--- src/rtl/hc595_pkg.sv ---
// Shared types and constants for the 74HC595 scan driver.
package hc595_pkg;

   typedef enum logic [2:0] {
      IDLE,
      LOAD,
      SHIFT_LO,
      SHIFT_HI,
      LATCH
   } state_t;

   // Number of bits shifted per digit slot: {seg[7:0], sel[7:0]}.
   localparam int unsigned WORD_BITS = 16;

   // Unlit segment pattern in active-high form; polarity is applied afterwards.
   localparam logic [7:0] SEG_OFF = 8'h00;

   // Hex to 7-segment code, bit 6..0 = g..a, active-high, entry 0 rightmost.
   localparam logic [15:0][6:0] SEG_TABLE = {
      7'h71, 7'h79, 7'h5E, 7'h39, 7'h7C, 7'h77, 7'h6F, 7'h7F,
      7'h07, 7'h7D, 7'h6D, 7'h66, 7'h4F, 7'h5B, 7'h06, 7'h3F
   };

endpackage

--- src/rtl/hex_to_seg.sv ---
// Combinational hex nibble + decimal point to active-high segment code.
module hex_to_seg
   import hc595_pkg::*;
(
   input  logic [3:0] nib,
   input  logic       dp,
   output logic [7:0] seg
);

   // Table lookup with the decimal point in bit 7.
   always_comb seg = {dp, SEG_TABLE[nib]};

endmodule

--- src/rtl/hc595_scan_driver.sv ---
// Multiplexed 7-segment scan driver feeding two cascaded 74HC595s.
// Optional leading-zero blanking: define HC595_LZ_BLANK_EN.
module hc595_scan_driver
   import hc595_pkg::*;
#(
   parameter int unsigned DIGITS         = 6,
   parameter int unsigned CLK_DIV        = 2,
   parameter int unsigned SCAN_CYC       = 50_000,
   parameter bit          SEG_ACTIVE_LOW = 1'b1
) (
   input  logic                  sys_clk,
   input  logic                  rst_n,
   input  logic [4*DIGITS-1:0]   din,
   input  logic [DIGITS-1:0]     dp,
   input  logic                  upd,
   input  logic                  en,
   output logic                  ds,
   output logic                  sh_clk,
   output logic                  st_clk,
   output logic                  busy,
   output logic                  frame_done
);

   localparam int unsigned DW   = (CLK_DIV > 1) ? $clog2(CLK_DIV) : 1;
   localparam int unsigned SW   = (SCAN_CYC > 1) ? $clog2(SCAN_CYC) : 1;
   localparam int unsigned XFER = 34 * CLK_DIV + 1;

   if (SCAN_CYC <= XFER) begin : g_bad_scan
      $error("hc595_scan_driver: SCAN_CYC must exceed 34*CLK_DIV+1");
   end
   if (DIGITS < 1 || DIGITS > 8) begin : g_bad_digits
      $error("hc595_scan_driver: DIGITS must be 1..8");
   end
   if (CLK_DIV < 1) begin : g_bad_div
      $error("hc595_scan_driver: CLK_DIV must be at least 1");
   end

   state_t              state;
   logic [SW-1:0]       scan_cnt;
   logic                tick;
   logic [DW-1:0]       div_cnt;
   logic                div_last;
   logic [3:0]          bit_cnt;
   logic [WORD_BITS-1:0] shreg;
   logic [2:0]          idx;

   logic [4*DIGITS-1:0] pend_din, shadow_din, load_din;
   logic [DIGITS-1:0]   pend_dp, shadow_dp, load_dp;

   logic [3:0]          nib;
   logic                dp_bit;
   logic                blank;
   logic [7:0]          seg_code;
   logic [7:0]          seg_raw;
   logic [7:0]          seg;
   logic [7:0]          sel;
   logic [WORD_BITS-1:0] word;

   assign tick     = (scan_cnt == SW'(SCAN_CYC - 1));
   assign div_last = (div_cnt == DW'(CLK_DIV - 1));

   // Free-running slot timer.
   always_ff @(posedge sys_clk or negedge rst_n) begin
      if (!rst_n)    scan_cnt <= '0;
      else if (tick) scan_cnt <= '0;
      else           scan_cnt <= scan_cnt + 1'b1;
   end

   // Pending register captures every update strobe.
   always_ff @(posedge sys_clk or negedge rst_n) begin
      if (!rst_n) begin
         pend_din <= '0;
         pend_dp  <= '0;
      end else if (upd) begin
         pend_din <= din;
         pend_dp  <= dp;
      end
   end

   // Data source for the word: at digit 0 the frame takes pending (or a same-cycle
   // strobe), otherwise the shadow frozen at the start of the frame.
   always_comb begin
      if (idx == 3'd0) begin
         load_din = upd ? din : pend_din;
         load_dp  = upd ? dp  : pend_dp;
      end else begin
         load_din = shadow_din;
         load_dp  = shadow_dp;
      end
   end

   // Pick the nibble and decimal point of the current digit.
   always_comb begin
      nib    = '0;
      dp_bit = 1'b0;
      for (int unsigned k = 0; k < DIGITS; k++) begin
         if (idx == 3'(k)) begin
            nib    = load_din[4*k +: 4];
            dp_bit = load_dp[k];
         end
      end
   end

`ifdef HC595_LZ_BLANK_EN
   // Blank a non-zero digit position whose nibble and all higher nibbles are zero.
   always_comb begin
      logic upper_zero;
      upper_zero = 1'b1;
      for (int unsigned k = 0; k < DIGITS; k++) begin
         if (3'(k) >= idx && load_din[4*k +: 4] != 4'h0) upper_zero = 1'b0;
      end
      blank = (idx != 3'd0) && !dp_bit && upper_zero;
   end
`else
   // Every digit is shown, leading zeros included.
   always_comb blank = 1'b0;
`endif

   hex_to_seg u_hex_to_seg (
      .nib (nib),
      .dp  (dp_bit),
      .seg (seg_code)
   );

   // Assemble the shift word: segments with polarity applied, active-low digit select.
   always_comb begin
      seg_raw = (en && !blank) ? seg_code : SEG_OFF;
      seg     = SEG_ACTIVE_LOW ? ~seg_raw : seg_raw;
      sel     = ~(8'h01 << idx);
      word    = {seg, sel};
   end

   // Transfer sequencer with registered pin outputs.
   always_ff @(posedge sys_clk or negedge rst_n) begin
      if (!rst_n) begin
         state      <= IDLE;
         div_cnt    <= '0;
         bit_cnt    <= '0;
         shreg      <= '0;
         idx        <= '0;
         ds         <= 1'b0;
         sh_clk     <= 1'b0;
         st_clk     <= 1'b0;
         busy       <= 1'b0;
         frame_done <= 1'b0;
         shadow_din <= '0;
         shadow_dp  <= '0;
      end else begin
         if (state == IDLE) div_cnt <= '0;
         else               div_cnt <= div_last ? '0 : div_cnt + 1'b1;
         case (state)
            IDLE: begin
               frame_done <= 1'b0;
               sh_clk     <= 1'b0;
               st_clk     <= 1'b0;
               if (tick) begin
                  state <= LOAD;
                  busy  <= 1'b1;
               end
            end
            LOAD: if (div_last) begin
               if (idx == 3'd0) begin
                  shadow_din <= load_din;
                  shadow_dp  <= load_dp;
               end
               ds      <= word[WORD_BITS-1];
               shreg   <= word << 1;
               bit_cnt <= '0;
               state   <= SHIFT_LO;
            end
            SHIFT_LO: if (div_last) begin
               sh_clk <= 1'b1;
               state  <= SHIFT_HI;
            end
            SHIFT_HI: if (div_last) begin
               sh_clk <= 1'b0;
               if (bit_cnt == 4'(WORD_BITS - 1)) begin
                  st_clk <= 1'b1;
                  state  <= LATCH;
               end else begin
                  ds      <= shreg[WORD_BITS-1];
                  shreg   <= shreg << 1;
                  bit_cnt <= bit_cnt + 1'b1;
                  state   <= SHIFT_LO;
               end
            end
            LATCH: if (div_last) begin
               st_clk <= 1'b0;
               busy   <= 1'b0;
               state  <= IDLE;
               if (idx == 3'(DIGITS - 1)) begin
                  idx        <= '0;
                  frame_done <= 1'b1;
               end else begin
                  idx <= idx + 1'b1;
               end
            end
            default: state <= IDLE;
         endcase
      end
   end

endmodule

--- config.mk ---
export PLATFORM = sky130hd
export DESIGN_NAME = hc595_scan_driver
export DESIGN_NICKNAME = d
export VERILOG_FILES = /design/src/rtl/hc595_pkg.sv /design/src/rtl/hex_to_seg.sv /design/src/rtl/hc595_scan_driver.sv
export SDC_FILE = /design/constraint.sdc
export NUM_CORES = 1
export LEC_CHECK = 0
export ABC_AREA = 0
export BUFFER_PORTS_ARGS = -buffer_cell sky130_fd_sc_hd__clkbuf_2
export CAP_MARGIN = 0
export CORE_UTILIZATION = 59
export DETAILED_ROUTE_END_ITERATION = 6
export PLACE_DENSITY = 0.77
export SYNTH_ARGS = -nofsm -noshare
export SYNTH_HDL_FRONTEND = slang
export SYNTH_SLANG_ARGS = --single-unit
--- constraint.sdc ---
create_clock -name sys_clk -period 4.14 [get_ports sys_clk]
set_input_delay 0.828 -clock sys_clk [delete_from_list [all_inputs] [get_ports sys_clk]]
set_output_delay 0.828 -clock sys_clk [all_outputs]
set_load 0.05 [all_outputs]
Yosys cells after proc, flatten, opt, wreduce, memory -nomap -nowiden
Memories as Yosys holds them, arrays and structs flattened.
Cells that the tools add are included.
{"block": "classes", "n_addsub": 4, "magnitude_cmp": 1, "eq_ne": 19, "shifts": 1, "mux": 52, "bitwise_logic": 2, "n_reduce_logical": 14}
{"cell": "16-bit two-way mux", "n": 4}
{"cell": "24-bit two-way mux", "n": 2}
{"cell": "4-bit two-way mux", "n": 9}
{"cell": "16-bit one-hot mux with 2 select lines", "n": 1}
{"cell": "3-bit two-way mux", "n": 7}
{"cell": "1-bit two-way mux", "n": 18}
{"cell": "16-bit by 1-bit adder with 16-bit output, second input constant", "n": 1}
{"cell": "16-bit == test, second input constant", "n": 1}
{"cell": "2-bit != test, second input constant", "n": 8}
{"cell": "8-bit NOT", "n": 2}
{"cell": "3-bit one-hot mux with 5 select lines", "n": 1}
{"cell": "3-bit by 2-bit == test with 1-bit output, second input constant", "n": 4}
{"cell": "6-bit two-way mux", "n": 2}
{"cell": "3-bit AND reduction", "n": 4}
{"cell": "3-bit == test, second input constant", "n": 3}
{"cell": "8-bit two-way mux", "n": 1}
{"cell": "4-bit one-hot mux with 2 select lines", "n": 1}
{"cell": "4-bit AND reduction", "n": 2}
{"cell": "1-bit by 3-bit left shift with 8-bit output, first input constant", "n": 1}
{"cell": "7-bit two-way mux", "n": 1}
{"cell": "3-bit by 1-bit == test with 1-bit output, second input constant", "n": 2}
{"cell": "3-bit logical NOT", "n": 2}
{"cell": "1-bit one-hot mux with 2 select lines", "n": 3}
{"cell": "1-bit one-hot mux with 3 select lines", "n": 2}
{"cell": "other kinds (9)", "n": 11}
{"block": "totals", "reg_bits": 108, "romBits": 112, "in_bits": 34, "word_cells": 109, "n_memories": 1}
{"memory": "(no name shown)", "words": 16, "width": 7, "read_ports": 1, "rd_clocked_by_memory_dff": 0, "wr": 0, "line": "hex_to_seg.sv:11", "rtl": "always_comb seg = {dp, SEG_TABLE[nib]};"}

Depth between registers and ports, before layout
Gate-level depths: netlist (run 1).
{"block": "logic_depth", "depth_word": 14, "depth_mapped": 14, "mapped_depth_nobuf": 11}

Modules after synthesis
Synthesis (run 1) repeated with hierarchy kept, for this count alone.
{"block": "hier_totals", "cells_unflattened": 443, "area_unflattened_um2": 4982.3}
{"mod": "hc595_scan_driver", "instances": 1, "cells_per_inst": 409, "area_per_inst_um2": 4684.5, "seq_area_each_um2": 2552.4}
{"mod": "hex_to_seg", "instances": 1, "cells_per_inst": 34, "area_per_inst_um2": 297.8, "seq_area_each_um2": 0.0}

Least setup slack after synthesis (run 1)
Ideal clock, no wire load.
{"block": "synth_path", "path_kind": "reg2reg", "startpoint": "register idx[0]", "endpoint": "register shreg[15]", "setup_time_ns": 0.129, "t_arrival_ns": 2.902, "t_required_ns": 4.011, "slack_ns": 1.109, "stages_incl_launch_ff": 14, "n_path_buf": 3, "synth_period_minus_slack_ns": 3.031, "path_cell_list": "dfrtp_1 buf_2 buf_2 and2_1 ha_1 clkbuf_1 a2111o_1 a21oi_1 a311oi_1 inv_1 ha_1 and3_1 nor4b_1 o21ai_1"}
{"block": "synth_between", "elab_chain_len": 14, "word_cells_on_any_way": 19, "classes_between": "eq/ne (5); mux (11); bitwise (1); reduce/logical (1); memory (1)"}
{"element": "from (decl)", "line": "hc595_scan_driver.sv:45", "rtl": "logic [2:0] idx;"}
{"element": "from (signal assigned)", "line": "hc595_scan_driver.sv:195", "rtl": "idx <= idx + 1'b1;"}
{"element": "3-bit logical NOT", "line": "hc595_scan_driver.sv:83, hc595_scan_driver.sv:97"}
{"element": "24-bit two-way mux", "line": "hc595_scan_driver.sv:83", "rtl": "if (idx == 3'd0) begin"}
{"element": "4-bit two-way mux (5 in series)", "line": "hc595_scan_driver.sv:97", "rtl": "if (idx == 3'(k)) begin"}
{"element": "4-bit two-way mux (*)", "line": "hc595_scan_driver.sv:97"}
{"element": "memory 16 x 7 bit (*)"}
{"element": "7-bit two-way mux (not written as such) (*)", "line": "hex_to_seg.sv:11"}
{"element": "8-bit two-way mux (*)", "line": "hc595_scan_driver.sv:127", "rtl": "seg_raw = (en && !blank) ? seg_code : SEG_OFF;"}
{"element": "8-bit NOT (*)", "line": "hc595_scan_driver.sv:128", "rtl": "seg = SEG_ACTIVE_LOW ? ~seg_raw : seg_raw;"}
{"element": "16-bit two-way mux (*)", "line": "hc595_scan_driver.sv:161", "rtl": "LOAD: if (div_last) begin"}
{"element": "16-bit one-hot mux with 2 select lines (*)", "line": "hc595_scan_driver.sv:151", "rtl": "case (state)"}
{"element": "to (signal assigned)", "line": "hc595_scan_driver.sv:167", "rtl": "shreg <= word << 1;"}
{"element": "to (signal assigned)", "line": "hc595_scan_driver.sv:182", "rtl": "shreg <= shreg << 1;"}
{"element": "to (decl)", "line": "hc595_scan_driver.sv:44", "rtl": "logic [WORD_BITS-1:0] shreg;"}
Every way passes the cells marked *; elsewhere a longest branch is shown, timed or not. The select of a mux whose other input is x is not followed.
A chain may end at the register's enable or synchronous reset.

Worst setup path in the final report (run 1)
Ends and elaborated chain as after synthesis.

==> key figures, run 1 <==
Drt
  – Drt first-iter violations: 265
  – Detail Route Antenna Nets: 0
  – Routed vias: 3,508
  – Routed wire length: 9.894 mm
  – DRC viols: 0
  – Average wire per standard cell: 16.80 um
  – Number of optimization iterations in the first detailed-route pass: 5
  – Ratio of routed vias to standard cells: 5.956

Synthesis
  – Number of enable-type register cells in the synthesized netlist: 0
  – Adder-cell share of the synthesized area: 2.577%
  – Post-Synthesis Net Count: 495
  – Per-instance average area after synthesis: 10.77 sq um
  – Prevailing post-synth register cell: sky130_fd_sc_hd__dfrtp_1
  – Total of flip-flops plus latches after synthesis: 102
  – Complex-gate fraction of the synthesized area: 9.585%
  – Netlist Area Pre-Place: 4856 sq um
  – Synth warn: 0
  – Sequential-to-total area share from yosys stat: 52.56%
  – Post-synthesis simple-gate area fraction: 15.12%
  – Async S/R FF share, synth: 100.0%
  – Combinational family with the most area after synthesis: simple AND/OR/NAND/NOR gates
  – Count of different cell masters after synthesis: 51
  – Fraction of synthesized area in multiplexers: 13.71%
  – XOR/XNOR Fraction of Synth Area: 3.066%
  – Post-Syn Instances: 451

Cells and area
  – Area of the multi-input gates: 2140 sq um
  – Antenna Cells: 0
  – Filler instances: 602
  – Total area of sequential cells: 2552 sq um
  – Growth of design area from synthesis to finish: 9.327%
  – Layout cell share with drive strength beyond 1: 22.79%
  – Final net count: 526

Timing
  – Worst Clk Skew: 0.009741 ns
  – Number of endpoints failing setup at the final stage: 0
  – Max-slew violation count: 0
  – Worst slew margin relative to its limit: 25.18%
  – Final total negative setup slack: 0 ns
  – Final worst path period need: 3.703 ns
  – Min setup slack post-route: 0.4368 ns
  – Setup repair after global routing missed its margin: false
  – Fmax: 270.0 MHz
  – Transition time at the pin with the least slew margin: 1.122 ns
  – Hold Fails Final Rpt: 0
  – Tcrit/Tclk final: 89.45%

Clock tree
  – CTS max path bufs: 2
  – Post-cts resize count: 0
  – Number of levels in the clock H-tree: 3
  – Clock slew at the register clock pins of the worst setup and hold paths: 0.10 ns
  – Number of buffers created by CTS: 9
  – Clock Tree Root: sky130_fd_sc_hd__clkbuf_8
  – Number of sinks on the clock net: 102
  – # hold bufs at CTS: 0
  – Post-CTS Setup Inserts: 0
  – TritonCTS clock tree: done
  – Worst skew pair latency: 0.37 ns

Critical path
  – Cell depth of the worst flop-to-flop path: 10
  – Crit end category: register
  – Maximum single-stage delay on the critical path: 0.84 ns
  – Most prevalent standard cell on the critical path: sky130_fd_sc_hd__ha_1
  – Type of the setup path with the least slack: reg2reg
  – Bufs and invs on worst path: 1
  – Worst reg2reg setup slack: 0.44 ns
  – Cell-by-cell listing of the critical path: and2_1 -> ha_1 -> a2111o_1 -> a21oi_1 -> a311oi_1 -> inv_1 -> ha_1 -> and3_1 -> nor4b_1 -> o21ai_1
  – Worst r2r src: idx[0]$_DFFE_PN0P_
  – Maximum fanout along the worst path: 17
  – Launching element type of the critical path: register
  – Crit path max-delay family: compound AO/OA/AOI/OAI gates
  – Worst path arrival time: 3.95 ns
  – End of the worst register-to-register path: shreg[15]$_DFFE_PN0P_
  – Required time worst endpoint: 4.39 ns
  – Standard cell with the maximum stage delay on the critical path: sky130_fd_sc_hd__dfrtp_1

Power
  – Maximum vdd drop: 0.2640 mV
  – P_leak: 2.446 nW
  – Internal Dissipation: 1.430 mW
  – Portion of total power attributed to sequential cells: 55.3%
  – Clock group share of total power: 36.9%
  – PwrDens: 351.8 nW/um^2
  – Sw Share: 23.44%
  – Sw power: 0.4378 mW
  – Combinational group share of total power: 7.8%

Run
  – Max-cap violation count: 0

Global routing
  – Remaining Overflow, GRT: 0
  – Overall track demand over capacity in global routing: 25.69%
  – Number of antenna violations at the first check in global routing: 0
  – Vias in the first global route: 3,447
  – Largest net degree at the start of global routing: 80
  – Global-route wire length before repair: 17.08 mm

Min path
  – Hold Crit Endpoint: scan_cnt[0]$_DFF_PN0_
  – Worst Hold Path Cells: 1
  – Worst min path class: reg2reg
  – Hold path startpoint: scan_cnt[0]$_DFF_PN0_

Placement
  – Minimum setup slack after placement: 0.4984 ns
  – Count of buffers inserted at the top-level ports: 38
  – Placed wire-length estimate: 6.797 mm
  – Weighted congestion reported at the end of routability-driven placement: 0.8940

Floorplan
  – Total Die Area: 8597 sq um
  – Horizontal extent of the die: 92.72 um
  – Initial Utilization: 61.88%
  – Core region area: 7848 sq um
  – Top-level port count: 39
  – Die Y: 92.72 um
  – Cell Rows: 32

Run status
  – Outcome: complete, no violations
## cells by family (layout without fill, tap and decap cells)
logic type	after synthesis	count (layout)
and+or+nand+nor	150	150
DFF	102	102
xor gates and xnor gates	17	17
AOI/OAI and AO/OA	77	77
adders and majority gates	10	10
buffers and inverters	35	71
muxes	60	60
## flip-flops by register name, summed over array words and instances, names as in the netlist
signal      cells
pend_din       24
shadow_din     20
scan_cnt       16
shreg          15
pend_dp         6
shadow_dp       5
bit_cnt         4
idx             3
state           3
busy            1
div_cnt         1
ds              1
frame_done      1
sh_clk          1
st_clk          1
## cells in the final DEF (no fill, tap or decap), types with 4 or more instances in the layout
master / count
sky130_fd_sc_hd__inv_1: 12
sky130_fd_sc_hd__xnor2_1: 8
sky130_fd_sc_hd__clkbuf_8: 9
sky130_fd_sc_hd__nor2b_1: 4
sky130_fd_sc_hd__xor2_1: 9
sky130_fd_sc_hd__buf_4: 6
sky130_fd_sc_hd__clkbuf_2: 37
sky130_fd_sc_hd__nor2_1: 45
sky130_fd_sc_hd__nand3_1: 14
sky130_fd_sc_hd__or3_1: 8
sky130_fd_sc_hd__dfrtp_1: 102
sky130_fd_sc_hd__nand2_1: 40
sky130_fd_sc_hd__nor3_1: 6
sky130_fd_sc_hd__mux2i_1: 11
sky130_fd_sc_hd__and3_1: 7
sky130_fd_sc_hd__ha_1: 10
sky130_fd_sc_hd__a31oi_1: 7
sky130_fd_sc_hd__o22ai_1: 8
sky130_fd_sc_hd__mux2_2: 48
sky130_fd_sc_hd__o21ai_0: 24
sky130_fd_sc_hd__a21oi_1: 19
sky130_fd_sc_hd__nand4_1: 9
## cell type report
class / count / share of cell area [%]
clock buffers: 11 / 2.475
clock inverters: 5 / 1.556
inverters: 12 / 0.8485
multi-input cells: 314 / 40.30
flip-flops and latches: 102 / 48.08
well taps: 102 / 2.404
repair buffers: 43 / 4.337
## routing by layer
layer	part of all wire, %	wire [um]	global-route usage (%)
met1	46	4556	36.37
met2	48	4758	40.37
met3	3.7	366	3.202
met4	2.1	212	10.64
met5	0	0	0
## metrics by stage
| stage | area [sq um] | hold slack [ns] | total power [mW] | utilization [%] | cells |
|---|---|---|---|---|---|
| after floorplan | 4856 | 0.4329 | 1.140 | - | 451 |
| after global placement | 5095 | 0.4480 | 1.191 | 64.92 | 573 |
| after detailed placement | 5095 | 0.4602 | 1.197 | 64.92 | 573 |
| after CTS | 5309 | 0.4811 | 1.876 | 67.65 | 589 |
| after global routing | 5309 | 0.5147 | 1.933 | 67.65 | 589 |
| final | 5309 | 0.4782 | 1.868 | 67.65 | 589 |
## Yosys cell counts, types with 2 or more instances
library cell               count  share of area, %
sky130_fd_sc_hd__nor4b_1       2              0.36
sky130_fd_sc_hd__and2_1        3              0.39
sky130_fd_sc_hd__o21ai_1       3              0.31
sky130_fd_sc_hd__a31oi_1       7              0.90
sky130_fd_sc_hd__ha_1         10               2.6
sky130_fd_sc_hd__buf_2         7              0.72
sky130_fd_sc_hd__nand2_1      40               3.1
sky130_fd_sc_hd__dfrtp_1     102                53
sky130_fd_sc_hd__o22ai_1       8               1.0
sky130_fd_sc_hd__o21ai_0      24               2.5
sky130_fd_sc_hd__clkbuf_1     10              0.77
sky130_fd_sc_hd__mux2i_1      11               2.3
sky130_fd_sc_hd__nor3_1        6              0.62
sky130_fd_sc_hd__nor2b_1       4              0.52
sky130_fd_sc_hd__nand3_1      14               1.4
sky130_fd_sc_hd__a21oi_1      19               2.0
sky130_fd_sc_hd__nor2_1       45               3.5
sky130_fd_sc_hd__o211ai_1      2              0.31
sky130_fd_sc_hd__buf_6         2              0.46
sky130_fd_sc_hd__xnor2_1       8               1.4
sky130_fd_sc_hd__nand3b_1      2              0.31
sky130_fd_sc_hd__or3_1         8               1.0
sky130_fd_sc_hd__xor2_1        9               1.6
sky130_fd_sc_hd__inv_1        12              0.93
sky130_fd_sc_hd__a211oi_1      2              0.31
sky130_fd_sc_hd__nand4_1       9               1.2
sky130_fd_sc_hd__nand2b_1      2              0.26
sky130_fd_sc_hd__and3_1        7              0.90
sky130_fd_sc_hd__a22oi_1       2              0.31
sky130_fd_sc_hd__buf_4         2              0.31
sky130_fd_sc_hd__mux2_2       48                11
sky130_fd_sc_hd__nor3b_1       2              0.31
## power groups by stage
stage / logic [mW] / registers (mW) / clock network [mW]
2_1_floorplan: 0.0915 / 1.05 / 0
3_3_place_gp: 0.141 / 1.05 / 0
3_5_place_dp: 0.145 / 1.05 / 0
4_1_cts: 0.147 / 1.03 / 0.696
5_1_grt: 0.165 / 1.04 / 0.733
6_report: 0.146 / 1.03 / 0.689
## how the worst max path moves through the flow
| stage | depth (start not counted) | from | end |
|---|---|---|---|
| 4_1_cts | 10 | idx[0]$_DFFE_PN0P_ | shreg[15]$_DFFE_PN0P_ |
| 3_5_place_dp | 10 | idx[0]$_DFFE_PN0P_ | shreg[15]$_DFFE_PN0P_ |
| 2_1_floorplan | 13 | idx[0]$_DFFE_PN0P_ | shreg[15]$_DFFE_PN0P_ |
| 3_3_place_gp | 10 | idx[0]$_DFFE_PN0P_ | shreg[15]$_DFFE_PN0P_ |
| 5_1_grt | 10 | idx[0]$_DFFE_PN0P_ | shreg[15]$_DFFE_PN0P_ |
| 6_report | 10 | idx[0]$_DFFE_PN0P_ | shreg[15]$_DFFE_PN0P_ |
No activity file was read; power rests on OpenSTA's default activity.
==> inputs of run 2 (changes only) <==
--- a/config.mk
+++ b/config.mk
@@ -10,7 +10,8 @@
 export CAP_MARGIN = 0
-export CORE_UTILIZATION = 59
+export CORE_UTILIZATION = 60
 export DETAILED_ROUTE_END_ITERATION = 6
-export PLACE_DENSITY = 0.77
+export PLACE_DENSITY = 0.78
 export SYNTH_ARGS = -nofsm -noshare
 export SYNTH_HDL_FRONTEND = slang
+export SYNTH_HIERARCHICAL = 1
 export SYNTH_SLANG_ARGS = --single-unit
--- a/constraint.sdc
+++ b/constraint.sdc
@@ -3,2 +3,2 @@
 set_output_delay 0.828 -clock sys_clk [all_outputs]
-set_load 0.05 [all_outputs]
+set_load 0.1 [all_outputs]
==> run 2 against run 1 <==
  * Register-to-register slack better by 0.05 ns
  * Sequential share of layout area down 0.88 points
  * Final cell count down 1.7%
  * Largest cell class unchanged
  * Largest power group unchanged
==> key figures, run 2 <==
Drt
  – Average wire per standard cell: 16.74 um (-0.35%)
  – Ratio of routed vias to standard cells: 5.881 (-1.3%)
  – Routed vias: 3,405 (-2.9%)
  – DRC viols: 0 (unchanged)
  – Number of optimization iterations in the first detailed-route pass: 6 (+1)
  – Routed wire length: 9.692 mm (-2.0%)
  – Detail Route Antenna Nets: 0 (unchanged)
  – Drt first-iter violations: 189 (-29%)

Critical path
  – Worst reg2reg setup slack: 0.49 ns (+0.05 ns)
  – Maximum fanout along the worst path: 18 (+1)
  – Maximum single-stage delay on the critical path: 0.77 ns (-0.07 ns)
  – Standard cell with the maximum stage delay on the critical path: sky130_fd_sc_hd__dfrtp_1
  – Type of the setup path with the least slack: reg2reg
  – Required time worst endpoint: 4.41 ns (+0.02 ns)
  – Crit path max-delay family: buffers and inverters
  – Crit end category: register
  – Worst path arrival time: 3.92 ns (-0.03 ns)
  – Cell-by-cell listing of the critical path: inv_1 -> ha_1 -> inv_1 -> o21ai_0 -> a221oi_1 -> buf_4 -> inv_1 -> ha_1 -> mux4_1 -> nand3_1 -> o21ai_0 -> o21ai_0
  – Launching element type of the critical path: register
  – Bufs and invs on worst path: 4 (+3)

Timing
  – Tcrit/Tclk final: 88.17% (-1.3 points)
  – Setup repair after global routing missed its margin: false
  – Hold Fails Final Rpt: 0 (unchanged)
  – Transition time at the pin with the least slew margin: 1.093 ns (-0.02964 ns)
  – Final worst path period need: 3.650 ns (-0.05302 ns)
  – Max-slew violation count: 0 (unchanged)
  – Number of endpoints failing setup at the final stage: 0 (unchanged)
  – Worst Clk Skew: 0.01559 ns (+0.005846 ns)
  – Final total negative setup slack: 0 ns (unchanged)
  – Worst slew margin relative to its limit: 27.04% (+1.9 points)
  – Min setup slack post-route: 0.4899 ns (+0.05302 ns)
  – Fmax: 274.0 MHz (+1.5%)

Power
  – P_leak: 2.526 nW (+3.3%)
  – Maximum vdd drop: 0.2370 mV (-10%)
  – PwrDens: 341.1 nW/um^2 (-3.1%)
  – Total power draw: 1.844 mW (-1.2%)

Placement
  – Weighted congestion reported at the end of routability-driven placement: 0.8801 (-1.6%)
  – Count of buffers inserted at the top-level ports: 38 (unchanged)
  – Minimum setup slack after placement: 0.4814 ns (-0.01701 ns)
  – Placed wire-length estimate: 6.724 mm (-1.1%)

Clock tree
  – Number of buffers created by CTS: 9 (unchanged)
  – Number of sinks on the clock net: 102 (unchanged)
  – Number of levels in the clock H-tree: 3 (unchanged)
  – TritonCTS clock tree: done
  – Clock slew at the register clock pins of the worst setup and hold paths: 0.11 ns (about the same)
  – CTS max path bufs: 2 (unchanged)
  – Worst skew pair latency: 0.37 ns (about the same)
  – Post-cts resize count: 0 (unchanged)
  – Post-CTS Setup Inserts: 0 (unchanged)
  – # hold bufs at CTS: 0 (unchanged)
  – Clock Tree Root: sky130_fd_sc_hd__clkbuf_8

Synthesis
  – Largest cells by area after synthesis: sky130_fd_sc_hd__dfrtp_1 51%, sky130_fd_sc_hd__mux2_2 12%, sky130_fd_sc_hd__o21ai_0 3.9%
  – Synth warn: 6 (+6)
  – Most area-hungry cell type in the Yosys netlist: sky130_fd_sc_hd__dfrtp_1
  – Prevailing post-synth register cell: sky130_fd_sc_hd__dfrtp_1
  – Most repeated cell in the gate-level netlist after synthesis: sky130_fd_sc_hd__dfrtp_1
  – Netlist Area Pre-Place: 4982 sq um (+2.6%)
  – Post-Synthesis Net Count: 488 (-1.4%)
  – Sequential-to-total area share from yosys stat: 51.23% (-1.3 points)
  – Per-instance average area after synthesis: 11.25 sq um (+4.5%)
  – Number of enable-type register cells in the synthesized netlist: 0 (unchanged)
  – Async S/R FF share, synth: 100.0% (unchanged)
  – Total of flip-flops plus latches after synthesis: 102 (unchanged)
  – Post-Syn Instances: 443 (-1.8%)
  – Area share of the largest cell type after synthesis: 51.23% (-1.3 points)
  – Count of different cell masters after synthesis: 59 (+16%)
  – List of most frequent post-synthesis cells: 102 x sky130_fd_sc_hd__dfrtp_1, 55 x sky130_fd_sc_hd__mux2_2, 41 x sky130_fd_sc_hd__nand2_1

Min path
  – Worst min path class: in2async

Cells and area
  – Leading cell types in the layout, fill and taps excluded: 102 x sky130_fd_sc_hd__dfrtp_1, 55 x sky130_fd_sc_hd__mux2_2, 41 x sky130_fd_sc_hd__nand2_1
  – Filler instances: 623 (+3.5%)
  – Max reg flops: 24 (unchanged)
  – Layout cell share with drive strength beyond 1: 27.04% (+4.3 points)
  – Most common cell after layout, fill and taps aside: sky130_fd_sc_hd__dfrtp_1
  – Antenna Cells: 0 (unchanged)
  – Growth of design area from synthesis to finish: 8.539%
  – Biggest registers after layout: pend_din (24), shadow_din (20), scan_cnt (16)
  – Final net count: 517 (-1.7%)
  – Top register by number of flip-flops: pend_din

Global routing
  – Overall track demand over capacity in global routing: 24.28% (-1.4 points)
  – Vias in the first global route: 3,365 (-2.4%)
  – Global-route wire length before repair: 16.22 mm (-5.1%)
  – Largest net degree at the start of global routing: 38 (-53%)
  – Remaining Overflow, GRT: 0 (unchanged)
  – Number of antenna violations at the first check in global routing: 0 (unchanged)

Run
  – Max-cap violation count: 0 (unchanged)

Floorplan
  – Top-level port count: 39 (unchanged)
  – Total Die Area: 8672 sq um (+0.88%)
  – Cell Rows: 32 (unchanged)
  – Initial Utilization: 63.17% (+1.3 points)
  – Horizontal extent of the die: 93.13 um (+0.44%)
  – Die Y: 93.13 um (+0.44%)
  – Core region area: 7888 sq um (+0.51%)

Run status
  – Outcome: complete, no violations
run 2: cell types whose count changed after synthesis, moves of 5 or more:
cell                       change
sky130_fd_sc_hd__o22ai_1       -7
sky130_fd_sc_hd__a21oi_1       -6
sky130_fd_sc_hd__nand2b_1      +5
sky130_fd_sc_hd__a31oi_1       -7
sky130_fd_sc_hd__nor2_1       -24
sky130_fd_sc_hd__o21ai_0      +15
sky130_fd_sc_hd__or3_1         -7
sky130_fd_sc_hd__mux2_2        +7
run 2: path summary, 6_finish.rpt:
| check | endpoint | cells after the start | startpoint |
|---|---|---|---|
| worst max-delay path | shreg[12]$_DFFE_PN0P_ | 12 | idx[2]$_DFFE_PN0P_ |
| worst min-delay path | pend_din[18]$_DFF_PN0_ | 1 | rst_n |
| worst max register to register | shreg[12]$_DFFE_PN0P_ | 12 | idx[2]$_DFFE_PN0P_ |
| worst min register to register | shreg[8]$_DFFE_PN0P_ | 2 | shreg[8]$_DFFE_PN0P_ |
| max in group asynchronous | shreg[12]$_DFFE_PN0P_ | 2 | rst_n |
| min in group sys_clk | shreg[8]$_DFFE_PN0P_ | 2 | shreg[8]$_DFFE_PN0P_ |
run 2: logic make-up after synthesis:
group                      count (synthesis)  synth area share (%)
muxes                                     65                 14.89
DFF                                      102                 51.23
buffers and inverters                     40                 4.169
and+or+nand+nor                          129                 13.84
xor gates and xnor gates                  16                 2.813
adders and majority gates                 11                 2.762
AOI/OAI and AO/OA                         80                 10.30
run 2: per-stage QoR:
step           hold WS, ns  instance area, sq um  utilization [%]  std cells
2_1_floorplan       0.4447                  4982                -        443
3_3_place_gp        0.4556                  5204            65.97        563
3_5_place_dp        0.4667                  5204            65.97        563
4_1_cts             0.4101                  5408            68.56        579
5_1_grt             0.4278                  5408            68.56        579
6_report            0.3948                  5408            68.56        579
run 2: per-layer routing:
metal | vias up | global-route usage, % | routed length, um
met5 | - | 0 | 0
met4 | 0 | 9.744 | 200
met3 | 18 | 3.740 | 359
met2 | 79 | 38.73 | 4637
met1 | 1682 | 33.48 | 4494
li1 | 1626 | - | -
run 2: cell type report:
type	count	area, sq um	area share [%]
Clock inverter	6	76.32	1.411
Tap cell	102	127.6	2.360
Sequential cell	102	2552	47.20
Inverter	13	48.80	0.9024
Multi-Input combinational cell	301	2230	41.23
Clock buffer	10	127.6	2.360
Timing Repair Buffer	45	245.2	4.535
run 2: power breakdown:
group / internal [mW] / switching (mW) / leakage, nW
logic: 0.0764 / 0.0850 / 1.13
registers: 1.02 / 0.00764 / 1.29
clock network: 0.291 / 0.360 / 0.103
